<file path="src/rtl/ama_riscv_imem_loader_pkg.sv">
// Shared types for the IMEM boot loader: FSM state encoding,
// header length and the per-state output flag decode.
package ama_riscv_imem_loader_pkg;

   typedef enum logic [2:0] {
      LDR_IDLE  = 3'd0,
      LDR_HDR   = 3'd1,
      LDR_DATA  = 3'd2,
      LDR_FLUSH = 3'd3,
      LDR_DONE  = 3'd4,
      LDR_ERR   = 3'd5
   } ldr_state_t;

   localparam int LDR_HDR_BYTES = 4;

   typedef struct packed {
      logic s_ready;
      logic busy;
      logic done;
      logic err;
      logic core_rst;
   } ldr_flags_t;

   // Status outputs as a pure function of the state being entered,
   // so they can be registered together with the state itself.
   function automatic ldr_flags_t ldr_flags(input ldr_state_t st);
      ldr_flags_t f;
      f = '{s_ready: 1'b0, busy: 1'b0, done: 1'b0,
            err: 1'b0, core_rst: 1'b1};
      unique case (st)
         LDR_HDR: begin
            f.s_ready = 1'b1;
            f.busy    = 1'b1;
         end
         LDR_DATA: begin
            f.s_ready = 1'b1;
            f.busy    = 1'b1;
         end
         LDR_FLUSH: f.busy = 1'b1;
         LDR_DONE: begin
            f.done     = 1'b1;
            f.core_rst = 1'b0;
         end
         LDR_ERR: f.err = 1'b1;
         default: ;
      endcase
      return f;
   endfunction

endpackage

</file>
<file path="src/rtl/ama_riscv_byte_packer.sv">
// Assembles 4 little-endian stream bytes into a 32-bit word.
// Ports: clk, rst_n (sync, active-low), clear, byte_en, byte_in -> word, word_valid.
module ama_riscv_byte_packer
   import ama_riscv_imem_loader_pkg::*;
(
   input  logic        clk,
   input  logic        rst_n,
   input  logic        clear,
   input  logic        byte_en,
   input  logic [7:0]  byte_in,
   output logic [31:0] word,
   output logic        word_valid
);

   localparam logic [1:0] LAST_IDX = 2'(LDR_HDR_BYTES - 1);

   logic [1:0]  idx;
   logic [23:0] low;

   always_ff @(posedge clk) begin
      if (!rst_n || clear) begin
         idx <= 2'd0;
         low <= 24'd0;
      end else if (byte_en) begin
         idx <= idx + 2'd1;
         unique case (idx)
            2'd0: low[7:0]   <= byte_in;
            2'd1: low[15:8]  <= byte_in;
            2'd2: low[23:16] <= byte_in;
            default: ;
         endcase
      end
   end

   // The top byte is taken straight from the stream so the full word
   // is available in the same cycle as the 4th handshake.
   assign word       = {byte_in, low};
   assign word_valid = byte_en && (idx == LAST_IDX);

endmodule

</file>
<file path="src/rtl/ama_riscv_imem_loader.sv">
// Boot loader: streams a counted image into IMEM port A, holds core in reset.
// Ports: clk, rst_n, start, s_data/s_valid/s_ready, imem_*, core_rst, busy, done, err.
module ama_riscv_imem_loader
   import ama_riscv_imem_loader_pkg::*;
#(
   parameter int ADDR_W = 14
) (
   input  logic              clk,
   input  logic              rst_n,
   input  logic              start,
   input  logic [7:0]        s_data,
   input  logic              s_valid,
   output logic              s_ready,
   output logic              imem_ena,
   output logic [3:0]        imem_wea,
   output logic [ADDR_W-1:0] imem_addra,
   output logic [31:0]       imem_dina,
   output logic              core_rst,
   output logic              busy,
   output logic              done,
   output logic              err
);

   localparam logic [ADDR_W:0] MAX_CNT = {1'b1, {ADDR_W{1'b0}}};

   ldr_state_t        state;
   ldr_flags_t        flg;
   logic [ADDR_W-1:0] word_idx;
   logic [ADDR_W-1:0] last_idx;

   logic        hs;
   logic        start_go;
   logic [31:0] word;
   logic        word_valid;
   logic        cnt_zero;
   logic        cnt_ok;

   assign hs = s_valid && s_ready;

   assign start_go = start &&
      ((state == LDR_IDLE) || (state == LDR_DONE) || (state == LDR_ERR));

   ama_riscv_byte_packer u_packer (
      .clk        (clk),
      .rst_n      (rst_n),
      .clear      (start_go),
      .byte_en    (hs),
      .byte_in    (s_data),
      .word       (word),
      .word_valid (word_valid)
   );

   // Upper bits must be zero before the narrow compare is meaningful.
   assign cnt_zero = (word == 32'd0);
   assign cnt_ok   = (word[31:ADDR_W+1] == '0) &&
                     (word[ADDR_W:0] <= MAX_CNT);

   always_ff @(posedge clk) begin
      if (!rst_n) begin
         state      <= LDR_IDLE;
         flg        <= ldr_flags(LDR_IDLE);
         word_idx   <= '0;
         last_idx   <= '0;
         imem_ena   <= 1'b0;
         imem_wea   <= 4'h0;
         imem_addra <= '0;
         imem_dina  <= 32'd0;
      end else begin
         imem_ena <= 1'b0;
         imem_wea <= 4'h0;
         unique case (state)
            LDR_IDLE, LDR_DONE, LDR_ERR: begin
               if (start) begin
                  state <= LDR_HDR;
                  flg   <= ldr_flags(LDR_HDR);
               end
            end
            LDR_HDR: begin
               if (word_valid) begin
                  if (!cnt_ok) begin
                     state <= LDR_ERR;
                     flg   <= ldr_flags(LDR_ERR);
                  end else if (cnt_zero) begin
                     state <= LDR_FLUSH;
                     flg   <= ldr_flags(LDR_FLUSH);
                  end else begin
                     state    <= LDR_DATA;
                     flg      <= ldr_flags(LDR_DATA);
                     word_idx <= '0;
                     // count == 2**ADDR_W truncates to 0; minus 1 gives all-ones.
                     last_idx <= word[ADDR_W-1:0] - 1'b1;
                  end
               end
            end
            LDR_DATA: begin
               if (word_valid) begin
                  imem_ena   <= 1'b1;
                  imem_wea   <= 4'hF;
                  imem_addra <= word_idx;
                  imem_dina  <= word;
                  if (word_idx == last_idx) begin
                     state <= LDR_FLUSH;
                     flg   <= ldr_flags(LDR_FLUSH);
                  end else begin
                     word_idx <= word_idx + 1'b1;
                  end
               end
            end
            LDR_FLUSH: begin
               state <= LDR_DONE;
               flg   <= ldr_flags(LDR_DONE);
            end
            default: begin
               state <= LDR_IDLE;
               flg   <= ldr_flags(LDR_IDLE);
            end
         endcase
      end
   end

   assign s_ready  = flg.s_ready;
   assign busy     = flg.busy;
   assign done     = flg.done;
   assign err      = flg.err;
   assign core_rst = flg.core_rst;

endmodule
</file>
<file path="config.mk">
export PLATFORM = sky130hd
export DESIGN_NAME = ama_riscv_imem_loader
export DESIGN_NICKNAME = d
export VERILOG_FILES = /design/src/rtl/ama_riscv_imem_loader_pkg.sv /design/src/rtl/ama_riscv_byte_packer.sv /design/src/rtl/ama_riscv_imem_loader.sv
export SDC_FILE = /design/constraint.sdc
export NUM_CORES = 1
export LEC_CHECK = 0
export BUFFER_PORTS_ARGS = -buffer_cell sky130_fd_sc_hd__buf_4
export CORE_UTILIZATION = 30
export DETAILED_ROUTE_END_ITERATION = 8
export GPL_TIMING_DRIVEN = 0
export SLEW_MARGIN = 30
export SYNTH_ARGS = -nofsm -noshare
export SYNTH_HDL_FRONTEND = slang
export SYNTH_SLANG_ARGS = --single-unit
</file>
<file path="constraint.sdc">
create_clock -name clk -period 4.1 [get_ports clk]
set_input_delay 0 -clock clk [delete_from_list [all_inputs] [get_ports clk]]
set_output_delay 0 -clock clk [all_outputs]
set_load 0.01 [all_outputs]
</file>
==> impl_metrics.csv <==
group,metric,value,unit
run_status,status,"finished, final reports clean",
clock_tree,h-tree-depth,3,
critical_path,critPathBufInv,3,
synthesis,syn_area,0.00487,mm2
clock_tree,clock_latency,0.36,ns
layout,fin_cells,890,
global_route,grt_util_met2,0.263,
global_route,grt_busiest_layer,"met2",
power_and_ir_drop,ir_drop,0.281,mV
sta,finalCritPeriodShare,0.794,
detailed_routing,wl_per_cell,14.4,um
layout,area_growth,24.3,%
sta,slew_violations,0,
layout,drive_above_1_share,0.139,
worst_hold_path,min_path_cells,3,
synthesis,yosysWarnings,0,
detailed_routing,dr.pass1.iters,4,
critical_path,path_cells,"inv_1 -> ha_1 -> or3b_2 -> or4_1 -> buf_2 -> xor2_1 -> clkbuf_1 -> a31oi_1 -> a211oi_1",
sta,final-setup-viol-count,0,
layout,fillers,1711,
floorplan,core,0.0159,mm2
synthesis,synth-main-ff-cell,"dfxtp_1",
synthesis,avgSynthCellArea,8.33,um2
floorplan,die_h,129,um
detailed_routing,drc,0,
floorplan,start_util,0.306,
critical_path,cp.arrival,3.53,ns
critical_path,reg2reg_slack,0.84,ns
layout,finish.net_count,687,
detailed_routing,wirelength,12.8,mm
power_and_ir_drop,power.density,413,mW/mm2
detailed_routing,num_vias,4334,
synthesis,synth_cells,584,
critical_path,worst_r2r_path_depth,9,
sta,final_hold_viol_count,0,
critical_path,path_delay_family,"simple AND/OR/NAND/NOR gates",
clock_tree,cts.repair.resized,0,
synthesis,synth_fp_nets,602,
global_route,grt_overflow,0,
critical_path,crit_path_top_delay_cell,"or3b_2",
clock_tree,cts_sinks,109,
global_route,grtUsageTotal,0.165,
clock_tree,clk_pin_slew,0.07,ns
critical_path,cp.depth,9,
global_route,grt_start_max_net_pins,19,
place,dpl.hpwl,9.18,mm
global_route,grt_pass1_vias,4231,
place,place.gp.congestion,0.833,
layout,diodes,0,
power_and_ir_drop,cellLeakagePower,2.46,nW
layout,final_cell_mix,"117 x nand2_1, 109 x dfxtp_1, 69 x buf_4",
critical_path,cpPeakStageDelay,0.50,ns
place,dp_cells,865,
synthesis,netlist-cell-type-count,50,
floorplan,num_io_pins,68,
sta,relSlewSlack,0.355,
floorplan,die_x,129,um
sta,worst_slew_pin_slew,0.964,ns
critical_path,critPathMaxFanout,10,
detailed_routing,ant_nets,0,
critical_path,worstSetupPathType,"flip-flop to flip-flop",
clock_tree,root_buffer,"clkbuf_16",
clock_tree,cts_tree,"built",
global_route,antenna_found_initial,0,
sta,setup_total_negative_slack,0,ns
synthesis,synth_seq_cells,109,
sta,period_needed,3.26,ns
floorplan,placementRows,46,
sta,grt_setup_unrepaired,"no",
global_route,grt_pass1_wl,21.5,mm
critical_path,endpoint_kind,"flip-flop",
critical_path,startpoint_type,"flip-flop",
clock_tree,clockBufferDepth,2,
job,maxCapViolCount,0,
clock_tree,cts_buffers,9,
sta,finClkSkew,0.00801,ns
layout,mostFrequentLayoutCell,"nand2_1",
critical_path,required,4.37,ns
floorplan,dieArea,0.0167,mm2
power_and_ir_drop,power,2.50,mW
sta,timing.fmax,307,MHz
worst_hold_path,min_path_type,"input port to flip-flop",
synthesis,async_flop_share,0,
detailed_routing,drtIter0Drc,220,
global_route,grt_util_met3,0.0405,
synthesis,ys_seq_area_frac,0.448,
synthesis,synth_edf_count,0,
place,io_buffers,65,
detailed_routing,routed_via_density,4.87,
global_route,use_met1,0.218,
-- report_power, final --
| group | switching (mW) | leakage [nW] | internal (mW) |
|---|---|---|---|
| Sequential | 0.0279 | 0.879 | 1.08 |
| Combinational | 0.257 | 1.42 | 0.164 |
| Clock | 0.411 | 0.161 | 0.557 |
-- logic make-up (layout without fill, tap and decap cells) --
kind of cell / after synthesis / in the layout / share of synthesized area
and+or+nand+nor: 241 / 241 / 0.224
adders and majority gates: 6 / 6 / 0.0154
muxes: 29 / 29 / 0.0607
DFF: 109 / 109 / 0.448
AOI/OAI and AO/OA: 117 / 117 / 0.157
buffers and inverters: 55 / 145 / 0.0460
xor gates and xnor gates: 27 / 27 / 0.0486
-- worst reg2reg max path, cell delays in order, from the launching register on --
cell and delay (ns):
dfxtp_1 0.38, inv_1 0.12, ha_1 0.25, or3b_2 0.50, or4_1 0.43, buf_2 0.18
xor2_1 0.46, clkbuf_1 0.46, a31oi_1 0.16, a211oi_1 0.23
-- cell usage after synthesis, types with 6 or more instances --
master,n,share of area
a211oi_1,12,0.019
a31oi_1,16,0.021
inv_1,12,0.0093
a21oi_1,54,0.056
nor4_1,11,0.014
xnor2_1,8,0.014
o211ai_1,7,0.011
xor2_1,19,0.034
nor3_1,10,0.010
nand3_1,21,0.022
dfxtp_1,109,0.45
clkbuf_1,37,0.029
mux2i_1,28,0.058
nor2_1,44,0.034
ha_1,6,0.015
nand4_1,6,0.0077
nand2_1,117,0.090
and3_1,6,0.0077
-- stage by stage --
stage | util | setup WS (ns) | instance area (um2) | hold WS [ns]
3_3_place_gp | 0.354 | 0.903 | 5630 | 0.294
4_1_cts | 0.381 | 0.854 | 6050 | 0.0475
2_1_floorplan | - | 1.22 | 4870 | 0.136
3_5_place_dp | 0.354 | 0.898 | 5630 | 0.298
5_1_grt | 0.381 | 0.611 | 6050 | 0.0704
6_report | 0.381 | 0.845 | 6050 | 0.0575
-- layout make-up --
cell class | instances | area [um2] | share of cell area
Clock buffer | 10 | 239 | 0.0395
Sequential cell | 109 | 2180 | 0.361
Tap cell | 216 | 270 | 0.0447
Multi-Input combinational cell | 420 | 2460 | 0.407
Timing Repair Buffer | 74 | 578 | 0.0955
Clock inverter | 6 | 97.6 | 0.0161
Inverter | 12 | 45.0 | 0.00744
Buffer | 43 | 179 | 0.0296
-- sequential cells by signal, summed over array words and instances, names as in the netlist --
| name | flops |
|---|---|
| core_rst | 1 |
| state | 3 |
| busy | 1 |
| imem_dina | 32 |
| u_packer.idx | 2 |
| imem_addra | 14 |
| err | 1 |
| u_packer.low | 24 |
| word_idx | 14 |
| last_idx | 14 |
| s_ready | 1 |
| imem_wea | 1 |
| done | 1 |
-- timing repair --
item	CTS	global route
buffers inserted	0	0
hold buffers	9	0
endpoints found under the hold margin	33	0
-- worst paths after layout --
kind | from | to
worst max-delay path | u_packer.low[0] | last_idx[10]
worst min-delay path | start | state[2]
worst max register to register | u_packer.low[0] | last_idx[10]
worst min register to register | imem_addra[12] | imem_addra[12]
-- routing by layer --
metal,vias to the layer above,part of all wire
li1,2211,-
met1,2023,0.48
met5,-,0
met4,0,0.013
met2,87,0.46
met3,13,0.047
No activity file was read; power rests on OpenSTA's default activity.
